[src/rtl/alu_arbiter.sv]
// alu_arbiter: shares one combinational ALU between two requesters.
// Port 0 is the pipeline EX stage and port 1 is the auxiliary requester.
// The winning request is registered into an issue stage. That stage drives
// the shared ALU. The result is registered and returned to the owning port
// two cycles after acceptance.
// Optional feature: define ALU_ARB_RR_EN for round-robin tie breaking.
// Without it, port 0 always wins ties.
module alu_arbiter #(
    parameter int WIDTH = 32,
    parameter int FUNW  = 6
) (
    input  logic             clk,
    input  logic             reset,
    input  logic             flush,
    input  logic [1:0]       req_valid,
    output logic [1:0]       req_ready,
    input  logic [WIDTH-1:0] req_A0,
    input  logic [WIDTH-1:0] req_B0,
    input  logic [WIDTH-1:0] req_A1,
    input  logic [WIDTH-1:0] req_B1,
    input  logic [FUNW-1:0]  req_ALUFun0,
    input  logic [FUNW-1:0]  req_ALUFun1,
    input  logic             req_Sign0,
    input  logic             req_Sign1,
    output logic [WIDTH-1:0] alu_A,
    output logic [WIDTH-1:0] alu_B,
    output logic [FUNW-1:0]  alu_ALUFun,
    output logic             alu_Sign,
    input  logic [WIDTH-1:0] alu_Z,
    output logic [1:0]       rsp_valid,
    output logic [WIDTH-1:0] rsp_Z,
    output logic             busy
);

    logic [1:0]       grant;
    logic [1:0]       acc;

    logic             iss_v;
    logic             iss_id;
    logic [WIDTH-1:0] iss_a;
    logic [WIDTH-1:0] iss_b;
    logic [FUNW-1:0]  iss_fun;
    logic             iss_sign;

    logic             res_v;
    logic             res_id;

`ifdef ALU_ARB_RR_EN
    // Preferred port for the next tie; 0 after reset.
    logic rr_ptr;

    // Tie goes to the preferred port; a lone request always wins.
    always_comb begin
        grant = req_valid;
        if (req_valid == 2'b11)
            grant = rr_ptr ? 2'b10 : 2'b01;
    end

    // After an accept from port k, prefer the other port. Flush leaves the pointer alone.
    always_ff @(posedge clk) begin
        if (reset)
            rr_ptr <= 1'b0;
        else if (|acc)
            rr_ptr <= acc[0];
    end
`else
    // Fixed priority: port 0 always wins.
    always_comb begin
        grant = {req_valid[1] & ~req_valid[0], req_valid[0]};
    end
`endif

    // No grants while the pipeline is being killed.
    always_comb begin
        req_ready = (reset | flush) ? 2'b00 : grant;
        acc       = req_valid & req_ready;
    end

    // Issue stage: capture the accepted op. It is empty whenever nothing was accepted.
    always_ff @(posedge clk) begin
        if (reset) begin
            iss_v    <= 1'b0;
            iss_id   <= 1'b0;
            iss_a    <= '0;
            iss_b    <= '0;
            iss_fun  <= '0;
            iss_sign <= 1'b0;
        end else begin
            iss_v <= |acc;
            if (|acc) begin
                iss_id   <= acc[1];
                iss_a    <= acc[1] ? req_A1      : req_A0;
                iss_b    <= acc[1] ? req_B1      : req_B0;
                iss_fun  <= acc[1] ? req_ALUFun1 : req_ALUFun0;
                iss_sign <= acc[1] ? req_Sign1   : req_Sign0;
            end
        end
    end

    // Drive the shared ALU from the issue stage. Drive zeros when it is empty.
    always_comb begin
        alu_A      = iss_v ? iss_a    : '0;
        alu_B      = iss_v ? iss_b    : '0;
        alu_ALUFun = iss_v ? iss_fun  : '0;
        alu_Sign   = iss_v ? iss_sign : 1'b0;
    end

    // Result stage. A flushed op never reaches it, and rsp_Z keeps the last real result.
    always_ff @(posedge clk) begin
        if (reset) begin
            res_v  <= 1'b0;
            res_id <= 1'b0;
            rsp_Z  <= '0;
        end else begin
            res_v  <= iss_v & ~flush;
            res_id <= iss_id;
            if (iss_v & ~flush)
                rsp_Z <= alu_Z;
        end
    end

    // Steer the response pulse to the owning port.
    always_comb begin
        rsp_valid = 2'b00;
        if (res_v)
            rsp_valid = res_id ? 2'b10 : 2'b01;
        busy = iss_v | res_v;
    end

endmodule

[config.mk]
export PLATFORM = sky130hd
export DESIGN_NAME = alu_arbiter
export DESIGN_NICKNAME = d
export VERILOG_FILES = /design/src/rtl/alu_arbiter.sv
export SDC_FILE = /design/constraint.sdc
export NUM_CORES = 1
export LEC_CHECK = 0
export CAP_MARGIN = 30
export CORE_AREA = 2 2 114 116
export DETAILED_ROUTE_END_ITERATION = 8
export DIE_AREA = 0 0 116 118
export PLACE_DENSITY = 0.91
export SYNTH_ARGS = -nofsm -noshare
export SYNTH_HDL_FRONTEND = slang
export SYNTH_SLANG_ARGS = --single-unit
[constraint.sdc]
create_clock -name clk -period 4.6 [get_ports clk]
set_input_delay 0.92 -clock clk [delete_from_list [all_inputs] [get_ports clk]]
set_output_delay 0.92 -clock clk [all_outputs]
set_load 0.01 [all_outputs]
* Word-level counts from Yosys, hierarchy flattened
Index checks and enable logic that the tools add are counted.
** Word-level totals
- Flip-flop bits (word level) :: 107
** Operators by class
- Muxes and demuxes :: 11
- Bitwise gates (word level) :: 7
- Reduce and logical (&&, ||, !) cells :: 1
** Operators with widths (number)
- 32-bit two-way mux :: 4
- 6-bit two-way mux :: 2
- 2-bit two-way mux :: 3
- 1-bit bitwise AND :: 2
- 2-bit bitwise AND :: 1
- 1-bit two-way mux :: 2
- 1-bit inverter :: 2
- 1-bit bitwise OR :: 2
- 2-bit OR reduction :: 1

* Logic depth before layout (Yosys ltp)
- Word-level depth :: 5
- Depth in mapped cells :: 6

* Worst setup path after synthesis
Ideal clock, no wire load.
- Kind :: input to output
- From :: input reset
- To :: output req_ready[1]
- Arrival time :: 1.954 ns
- Data required time :: 3.680 ns
- Path slack :: 1.726 ns
- Cell stages on the path :: 5
- Path buffers :: 3
- Cell sequence :: buf_2 > or4b_1 > buf_4 > buf_6 > inv_1
** Between the ends
- Word-level cells in the longest chain between the ends :: 2
** RTL lines
- start: declaration :: line 13 : input logic reset,
- 1-bit bitwise OR :: line 75 : req_ready = (reset | flush) ? 2'b00 : grant;
- 2-bit two-way mux :: line 75
- end: declaration :: line 16 : output logic [1:0] req_ready,
Every way passes these cells.

* Worst setup path after layout
- From :: input flush
- To :: output req_ready[1]
** Between the ends
- Word-level cells in the longest chain between the ends :: 2
** RTL lines
- start: declaration :: line 14 : input logic flush,
- 1-bit bitwise OR :: line 75
- 2-bit two-way mux :: line 75
Every way passes these cells.

==> metrics.txt <==
Period minus WS final 3.55 ns; Max Freq 282 MHz; Fin Clk Skew 0.00906 ns; power density over the cells 261 mW/mm^2; die area 0.0137 sq mm; actual slew at the worst max-slew pin 0.817 ns; Final setup viols 0; P_leak 0.00291 uW; yosys warns 0; status completed; vias 5189; CTS tree done; cell repeated most along the worst path clkdlybuf4s50_1; RSZ-0062 raised after global routing false; worst-path fanout max 4; Worst EP arrival 2.63 ns; Placer Congestion 0.762; Non-Filler Instances 989; share of cells above drive strength 1 0.127; Crit path largest cell delay 0.55 ns; dpl cells 972; worst setup path class in2out; synthesized cell area 0.00517 sq mm; commonest non-fill, non-tap cell in the layout clkdlybuf4s50_1; CTS Hold Bufs 0; final core occ 0.674; vias in the first global route 5083; FF+latch area 0.00214 sq mm; Iter 0 DRT Violations 276; Synth area leaders dfxtp_1 (41%), a22oi_2 (16%), a211oi_1 (10%); CTS Buf Count 9; Skew-Pair Late Insertion Delay 0.34 ns; first-pass GRT wire length 25700 um; Post-Syn Instances 570; worst relative slew slack 0.455; Mapped Nets 749; cells along the critical path clkdlybuf4s50_1, or4b_4, inv_1, clkdlybuf4s50_1; share of the synthesized area in the top cell type 0.414; hpwl dp 12100 um; post-route ant nets 0; drt drc 0; Layout area overhead 61.8%; Starting Density 0.417; clock sinks 107; wire per inst 17.0 um; vias per inst 5.25; Hold/Removal Path Class reg2reg; post-synth top area cell dfxtp_1; Clock transition at path regs 0.08 ns; Post-Syn Area per Cell 9.07 sq um; number of distinct library cells after synthesis 20; Max Cap Viol 0; IO Port Bufs 286; r2r setup slk 2.74 ns; clock root buffer master clkbuf_16; Slew Limit Fails 0; GRT overflow 0; DR pass1 iterations 4; H-tree depth 3; Yosys reg bits 107; Final Cell Area 0.00837 sq mm; most frequent cells in the layout clkdlybuf4s50_1 (285), dfxtp_1 (106), a21oi_1 (103), and2_1 (74), a211oi_1 (71); number of post-CTS setup repair buffers 0; Peak VDD IR 0.000209 V; CORE AREA 0.0124 sq mm; TNS Setup 0 ns; Slowest-stage cell, CP clkdlybuf4s50_1; Die Y 118 um; largest net degree at the start of global routing 74; period utilisation layout 0.771; element type at the critical path start input pin; Multi-input gate area 0.00272 sq mm; Layout Nets 990; FILL cells 1010; Final Hold Fails 0; initial antenna violation count 1; # resized after CTS 0; placed inst area 0.00808 sq mm; I/O pin cnt 287; worst path required time 3.68 ns; DRT Wirelength 16800 um; width of the die 116 um; sequential share of the synthesized area 0.414; Critical Path End Type output port; row cnt 41; CTS Buffer Depth 2; Tot GR Track Use 0.237; total power 2180 uW
flip-flops by register name, summed over array words and instances, names as in the netlist:
signal	count
iss_a	32
iss_b	32
rsp_Z	32
iss_fun	6
iss_id	1
iss_sign	1
iss_v	1
res_id	1
res_v	1
path summary, 6_finish.rpt:
kind / end / cells past startpoint / from
max: req_ready[1] / 4 / flush
min reg2reg: res_id$_SDFF_PP0_ / 2 / iss_id$_SDFFE_PP0P_
max reg2reg: rsp_Z[19]$_SDFFE_PP0P_ / 4 / iss_v$_SDFF_PP0_
min: res_id$_SDFF_PP0_ / 2 / iss_id$_SDFFE_PP0P_
cells in the mapped netlist (all sizes together):
library cell	instances
nor2b	3
nor2	1
a211oi	71
a21oi	103
nand2	64
or4b	1
and2	75
o21ai	1
dfxtp	107
clkbuf	38
buf	29
inv	2
nand2b	2
or2	2
a22oi	71
kinds of logic after synthesis:
group	Yosys count	share of synthesized area
buffers and inverters	69	0.0651
AND/OR/NAND/NOR	148	0.148
flip-flops	107	0.414
AO/OA/AOI/OAI	246	0.373
area by class of cell:
| type | instances | share of cell area |
|---|---|---|
| timing repair buffer | 297 | 0.358 |
| multi-input combinational | 394 | 0.325 |
| sequential | 107 | 0.256 |
| clock buffer | 11 | 0.0302 |
| tap | 172 | 0.0257 |
| clock inverter | 5 | 0.00448 |
| inverter | 2 | 0.000897 |
| antenna | 1 | 0.000299 |
routing by layer:
layer	GRT usage	share of wire
met4	0.0766	0.022
met1	0.272	0.39
met2	0.402	0.48
met3	0.0901	0.11
met5	0	0.00072
power by group:
group          internal (uW)  total (uW)  switching, uW
logic                    258         440            182
clock network            398         741            343
registers                976        1000           27.1
critical path, delay by kind of cell:
kind / cells / cell delay, ns
buf+inv: 3 / 1.16
simple gates: 1 / 0.55
through the flow:
step	hold WS, ns	setup WS, ns
after global placement	0.423	1.09
after CTS	0.446	1.05
after global routing	0.456	1.01
after floorplan	0.409	1.73
final	0.442	1.05
after detailed placement	0.438	1.06
Power figures use the tool's default switching activity.
